[src/rtl/pulp_sync_event_sched.sv]
// -----------------------------------------------------------------------------
// pulp_sync_event_sched
//   Multi-channel edge-event scheduler. Each channel synchronizes an
//   asynchronous input, optionally debounces it, detects enabled rising /
//   falling edges and latches them as pending events. A round-robin arbiter
//   drains pending events one at a time over a valid/ready interface.
//
//   Build option: define PULP_SYNC_SCHED_DEBOUNCE_EN to build the debounce
//   counters; otherwise db_cycles_i is ignored and timing equals D = 0.
//
// Ports
//   clk, rstn_i   clock, async active-low reset
//   en_i          per-channel enable
//   serial_i      asynchronous inputs
//   rise_en_i     event on rising edge, per channel
//   fall_en_i     event on falling edge, per channel
//   db_cycles_i   debounce length D (quasi-static)
//   clr_ovf_i     clear sticky overflow, per channel
//   evt_valid_o   event offered
//   evt_ready_i   consumer accepts
//   evt_ch_o      channel index of the offered event
//   evt_rise_o    1 = rising, 0 = falling
//   level_o       debounced level per channel
//   overflow_o    sticky lost-event flag per channel
// -----------------------------------------------------------------------------

// Per-channel front end: synchronizer, debounce, edge detect.
// o_edge is combinational and coincides with the clock edge that updates
// o_level, so pending bits update at the same edge as the level.
module pulp_sync_event_sched_ch #(
    parameter int STAGES = 2,
    parameter int DB_W   = 8
) (
    input  logic            clk,
    input  logic            rstn_i,
    input  logic            i_en,
    input  logic            i_serial,
    input  logic [DB_W-1:0] i_db_cycles,
    output logic            o_level,
    output logic            o_edge,
    output logic            o_rise
);
    logic [STAGES-1:0] r_sync;
    logic              r_level;
    logic              w_sync;

    assign w_sync = r_sync[STAGES-1];

    // Synchronizer runs regardless of enable.
    always_ff @(posedge clk or negedge rstn_i) begin
        if (!rstn_i) r_sync <= '0;
        else         r_sync <= {r_sync[STAGES-2:0], i_serial};
    end

`ifdef PULP_SYNC_SCHED_DEBOUNCE_EN
    logic [DB_W-1:0] r_cnt;

    assign o_edge = i_en && (w_sync != r_level) && (r_cnt == i_db_cycles);

    // Count consecutive cycles of disagreement; any agreement restarts it.
    always_ff @(posedge clk or negedge rstn_i) begin
        if (!rstn_i) begin
            r_cnt <= '0;
        end else if (i_en) begin
            if ((w_sync == r_level) || (r_cnt == i_db_cycles)) r_cnt <= '0;
            else                                               r_cnt <= r_cnt + 1'b1;
        end
    end
`else
    logic w_db_unused;
    assign w_db_unused = ^i_db_cycles;
    assign o_edge      = i_en && (w_sync != r_level);
`endif

    always_ff @(posedge clk or negedge rstn_i) begin
        if (!rstn_i)     r_level <= 1'b0;
        else if (o_edge) r_level <= w_sync;
    end

    assign o_level = r_level;
    assign o_rise  = w_sync;
endmodule

module pulp_sync_event_sched #(
    parameter int N_CH   = 4,
    parameter int STAGES = 2,
    parameter int DB_W   = 8
) (
    input  logic                    clk,
    input  logic                    rstn_i,
    input  logic [N_CH-1:0]         en_i,
    input  logic [N_CH-1:0]         serial_i,
    input  logic [N_CH-1:0]         rise_en_i,
    input  logic [N_CH-1:0]         fall_en_i,
    input  logic [DB_W-1:0]         db_cycles_i,
    input  logic [N_CH-1:0]         clr_ovf_i,
    output logic                    evt_valid_o,
    input  logic                    evt_ready_i,
    output logic [$clog2(N_CH)-1:0] evt_ch_o,
    output logic                    evt_rise_o,
    output logic [N_CH-1:0]         level_o,
    output logic [N_CH-1:0]         overflow_o
);
    localparam int CW = $clog2(N_CH);

    typedef enum logic {S_IDLE, S_OFFER} state_t;

    state_t          r_state, w_state_nxt;
    logic [N_CH-1:0] w_edge, w_rise, w_new, w_ld;
    logic [N_CH-1:0] r_pend, r_ptype, r_ovf;
    logic [CW-1:0]   r_ptr, r_ch, w_grant, w_idx;
    logic [CW:0]     w_sum;
    logic            r_rise, w_found, w_load;

    for (genvar c = 0; c < N_CH; c++) begin : g_ch
        pulp_sync_event_sched_ch #(.STAGES(STAGES), .DB_W(DB_W)) u_ch (
            .clk         (clk),
            .rstn_i      (rstn_i),
            .i_en        (en_i[c]),
            .i_serial    (serial_i[c]),
            .i_db_cycles (db_cycles_i),
            .o_level     (level_o[c]),
            .o_edge      (w_edge[c]),
            .o_rise      (w_rise[c])
        );
    end

    assign w_new = w_edge & ((w_rise & rise_en_i) | (~w_rise & fall_en_i));

    // First pending channel at or after r_ptr, cyclically.
    always_comb begin
        w_grant = '0;
        w_found = 1'b0;
        w_sum   = '0;
        w_idx   = '0;
        for (int i = 0; i < N_CH; i++) begin
            w_sum = {1'b0, r_ptr} + (CW+1)'(i);
            if (w_sum >= (CW+1)'(N_CH)) w_sum = w_sum - (CW+1)'(N_CH);
            w_idx = w_sum[CW-1:0];
            if (!w_found && r_pend[w_idx]) begin
                w_found = 1'b1;
                w_grant = w_idx;
            end
        end
    end

    always_comb begin
        w_state_nxt = r_state;
        w_load      = 1'b0;
        case (r_state)
            S_IDLE: begin
                if (w_found) begin
                    w_load      = 1'b1;
                    w_state_nxt = S_OFFER;
                end
            end
            S_OFFER: begin
                if (evt_ready_i) begin
                    w_load      = w_found;
                    w_state_nxt = w_found ? S_OFFER : S_IDLE;
                end
            end
            default: w_state_nxt = S_IDLE;
        endcase
    end

    assign w_ld = w_load ? (N_CH'(1) << w_grant) : '0;

    always_ff @(posedge clk or negedge rstn_i) begin
        if (!rstn_i) begin
            r_state <= S_IDLE;
            r_ptr   <= '0;
            r_ch    <= '0;
            r_rise  <= 1'b0;
        end else begin
            r_state <= w_state_nxt;
            if (w_load) begin
                r_ch   <= w_grant;
                r_rise <= r_ptype[w_grant];
                r_ptr  <= (w_grant == CW'(N_CH-1)) ? '0 : w_grant + 1'b1;
            end
        end
    end

    // A new edge on the channel being loaded re-arms pend without overflow;
    // otherwise a second edge on a pending channel is dropped and flagged.
    always_ff @(posedge clk or negedge rstn_i) begin
        if (!rstn_i) begin
            r_pend  <= '0;
            r_ptype <= '0;
            r_ovf   <= '0;
        end else begin
            for (int c = 0; c < N_CH; c++) begin
                if (w_new[c] && (!r_pend[c] || w_ld[c])) begin
                    r_pend[c]  <= 1'b1;
                    r_ptype[c] <= w_rise[c];
                end else if (w_ld[c]) begin
                    r_pend[c]  <= 1'b0;
                end
                if (w_new[c] && r_pend[c] && !w_ld[c]) r_ovf[c] <= 1'b1;
                else if (clr_ovf_i[c])                 r_ovf[c] <= 1'b0;
            end
        end
    end

    assign evt_valid_o = (r_state == S_OFFER);
    assign evt_ch_o    = r_ch;
    assign evt_rise_o  = r_rise;
    assign overflow_o  = r_ovf;
endmodule

[config.mk]
export PLATFORM = sky130hd
export DESIGN_NAME = pulp_sync_event_sched
export DESIGN_NICKNAME = d
export VERILOG_FILES = /design/src/rtl/pulp_sync_event_sched.sv
export SDC_FILE = /design/constraint.sdc
export NUM_CORES = 1
export LEC_CHECK = 0
export CAP_MARGIN = 20
export CORE_UTILIZATION = 36
export CTS_CLUSTER_DIAMETER = 100
export DETAILED_ROUTE_END_ITERATION = 6
export HOLD_SLACK_MARGIN = 0.12
export MAX_ROUTING_LAYER = met4
export PLACE_DENSITY = 0.68
export SYNTH_ARGS = -nofsm -noshare
export SYNTH_HDL_FRONTEND = slang
export SYNTH_HIERARCHICAL = 1
export SYNTH_SLANG_ARGS = --single-unit
[constraint.sdc]
create_clock -name clk -period 2.2 [get_ports clk]
set_clock_uncertainty 0.15 [all_clocks]
set_input_delay 0.33 -clock clk [delete_from_list [all_inputs] [get_ports clk]]
set_output_delay 0.33 -clock clk [all_outputs]
set_load 0.03 [all_outputs]
==> impl_metrics.csv <==
group,metric,value,unit
synthesis,synth-seq-area-share,58.0,%
worst_setup_path,path_class,"in -> reg",
sta,max_slew_margin,71.8,%
clocking,post_cts_buffers,0,
min_path,hold_path_class,"reg -> reg",
die,core,3390,µm²
sta,min_period,2.10,ns
worst_setup_path,cp_max_fo,2,
synthesis,synth_fa_ha_area_share,0.967,%
worst_setup_path,worstPathCellList,"clkdlybuf4s50_1, clkinv_1, a21o_4, or4_4, o21ai_2, and2b_1, mux2_1",
synthesis,avgSynthCellArea,11.6,µm²
worst_setup_path,max_stage_delay,0.49,ns
synthesis,async_flop_share,100,%
die,rows,21,
min_path,hp-start,"g_ch[1].u_ch/r_sync[0]$_DFF_PN0_",
synthesis,synthSimpleGateAreaFrac,13.5,%
synthesis,synthCells,112,
detailed_routing,wl,2360,µm
power_and_ir_drop,power-per-cell-area,1150,nW/µm²
run_status,outcome,"finished clean",
sta,final_max_slew_viol_count,0,
power_and_ir_drop,p_leak,0.802,nW
synthesis,synth-seq-cells,30,
clocking,clkLatencyLatePin,0.32,ns
synthesis,ys.flop_type,"dfrtp_1",
detailed_routing,wl_per_cell,11.5,µm
synthesis,syn-num-nets,144,
worst_setup_path,critical_path.reg2reg.startpoint,"r_pend[0]$_DFFE_PN0P_",
sta,setup_slack,0.105,ns
sta,finalCritPeriodShare,95.2,%
placed_design,dp_cells,200,
global_route,grt_pass1_vias,890,
sta,setup_viol,0,
sta,max_freq,477,MHz
worst_setup_path,crit_path_start_kind,"input pin",
placed_design,hpwl,1800,µm
clocking,cts_tree,"built",
detailed_routing,drt_iter0_drc,22,
final_layout,fillers,301,
die,die-area,3840,µm²
detailed_routing,num_vias,969,
clocking,clock_sinks,30,
die,die_h,61.9,µm
worst_setup_path,r2r_slack,0.11,ns
worst_setup_path,arrival,2.14,ns
min_path,worstHoldPathCells,0,
detailed_routing,via_per_inst,4.70,
final_layout,final_cells,206,
placed_design,port_buffers,34,
worst_setup_path,slowest_stage,"clkdlybuf4s50_1",
clocking,ctsHoldBuffers,0,
final_layout,final_cell_mix,"34 x clkdlybuf4s50_1, 27 x dfrtp_1, 18 x nand2_1",
global_route,grt_pass1_wl,3840,µm
clocking,cts.clk_slew.worst_paths,0.08,ns
synthesis,synth_cell_types,28,
synthesis,synth_warnings,6,
global_route,gr-total-overflow,0,
worst_setup_path,crit_path_end_kind,"flip-flop",
global_route,grt_start_max_net_pins,31,
final_layout,final_common_cell,"clkdlybuf4s50_1",
detailed_routing,postRouteAntennaNets,0,
worst_setup_path,cp.required,2.25,ns
min_path,min_to,"g_ch[1].u_ch/r_sync[1]$_DFF_PN0_",
clocking,cts-root-buf,"clkbuf_4",
synthesis,synth_mux_area_share,12.0,%
placed_design,gp_congestion,0.727,
global_route,grt_antenna_before_repair,0,
synthesis,synth_xor_area_share,2.71,%
detailed_routing,drc,0,
final_layout,antenna_cells,0,
final_layout,fin_util,53.5,%
global_route,track_usage,15.3,%
clocking,htree_levels,2,
clocking,cts_buffers,5,
die,start_util,38.2,%
run,timing.max_cap.violations,0,
synthesis,synth_top_family_by_area,"simple AND/OR/NAND/NOR gates",
die,fp.dieW,61.9,µm
detailed_routing,first_pass_iters,4,
synthesis,netlist_area,1290,µm²
synthesis,synth_compound_area_share,9.86,%
worst_setup_path,reg2reg_to,"r_ptype[2]$_DFFE_PN0P_",
sta,hold_viol_final,0,
final_layout,final_nets,193,
final_layout,area.growth.synth_to_final,40.1,%
clocking,cts.path.max_buffers,2,
worst_setup_path,rr_worst_depth,6,
placed_design,place_ws,-0.205,ns
synthesis,synth_edf_count,0,
sta,worst_pin_slew,0.419,ns
final_layout,drive_gt1_share,20.0,%
power_and_ir_drop,vdd_drop_max,0.447,mV
die,io_pins,43,
==> worst max-delay path: cells and delay by family <==
family	cells	cell delay (ns)
buffers and inverters	2	0.58
AOI/OAI and AO/OA	2	0.35
muxes	1	0.32
and+or+nand+nor	2	0.57
==> Yosys cell counts (3+ instances only) <==
cell,instances,share of area (%)
mux2_2,8,7.0
nand2_1,18,5.2
a21oi_1,4,1.5
mux2_1,4,3.5
inv_1,8,2.3
o22ai_1,5,2.4
xor2_1,4,2.7
nor2b_1,3,1.5
and2_1,4,1.9
dfrtp_1,30,58
==> registers in the layout, summed over array words and instances (netlist names) <==
| register | count |
|---|---|
| r_ptr | 2 |
| overflow_o | 4 |
| g_ch.u_ch/o_level | 4 |
| evt_valid_o | 1 |
| evt_rise_o | 1 |
| evt_ch_o | 2 |
| r_ptype | 4 |
| r_pend | 4 |
| g_ch.u_ch/r_sync | 8 |
==> stage by stage <==
step | area [µm²] | hold WS [ns] | power (mW) | setup TNS (ns)
after floorplan | 1290 | -0.116 | 1.39 | 0
after global placement | 1750 | 0.182 | 1.75 | -0.197
after detailed placement | 1750 | 0.190 | 1.77 | -0.259
after CTS | 1800 | 0.209 | 2.09 | 0
after global routing | 1810 | 0.212 | 2.26 | -0.0000151
final | 1810 | 0.206 | 2.08 | 0
==> final cells by class <==
cell class                 instances  area, µm²  share of cell area, %
clock buffer                       6       51.3                   2.83
timing repair buffer              42        400                   22.1
inverter                          10       37.5                   2.07
sequential                        30        754                   41.6
tap                               46       57.6                   3.17
multi-input combinational         72        512                   28.2
==> where the power goes <==
group          internal (mW)  switching, mW  total [mW]
Sequential             0.713          0.147       0.861
Combinational          0.468          0.447       0.915
Clock                  0.144          0.165       0.309
==> logic make-up after synthesis <==
kind of cell               after synthesis
and+or+nand+nor                         34
DFF                                     30
AOI/OAI and AO/OA                       19
muxes                                   14
buffers and inverters                   10
xor gates and xnor gates                 4
adders and majority gates                1
==> per-layer routing <==
| layer | vias up | wire [µm] | track usage, % |
|---|---|---|---|
| li1 | 477 | - | - |
| met1 | 464 | 1030 | 17.2 |
| met2 | 23 | 1180 | 22.2 |
| met3 | 5 | 119 | 7.25 |
| met4 | 0 | 44 | 8.57 |
| met5 | - | 0 | - |
==> worst max-delay path by stage <==
stage                                  end             startpoint  cells past startpoint  slack (ns)
finish              r_ptype[2]$_DFFE_PN0P_            evt_ready_i                      7        0.10
global route        r_ptype[2]$_DFFE_PN0P_  r_pend[0]$_DFFE_PN0P_                      6    -0.00002
CTS                 r_ptype[2]$_DFFE_PN0P_  r_pend[0]$_DFFE_PN0P_                      6        0.09
detailed placement  r_ptype[2]$_DFFE_PN0P_            evt_ready_i                      7       -0.20
global placement    r_ptype[2]$_DFFE_PN0P_            evt_ready_i                      7       -0.18
floorplan           r_ptype[2]$_DFFE_PN0P_  evt_valid_o$_DFF_PN0_                      5        0.13
==> repair_timing <==
action,in CTS,in global routing
hold endpoints to repair,0,0
endpoints found under the setup margin,0,2
resized for setup,0,5
(Power assumes the default switching activity.)
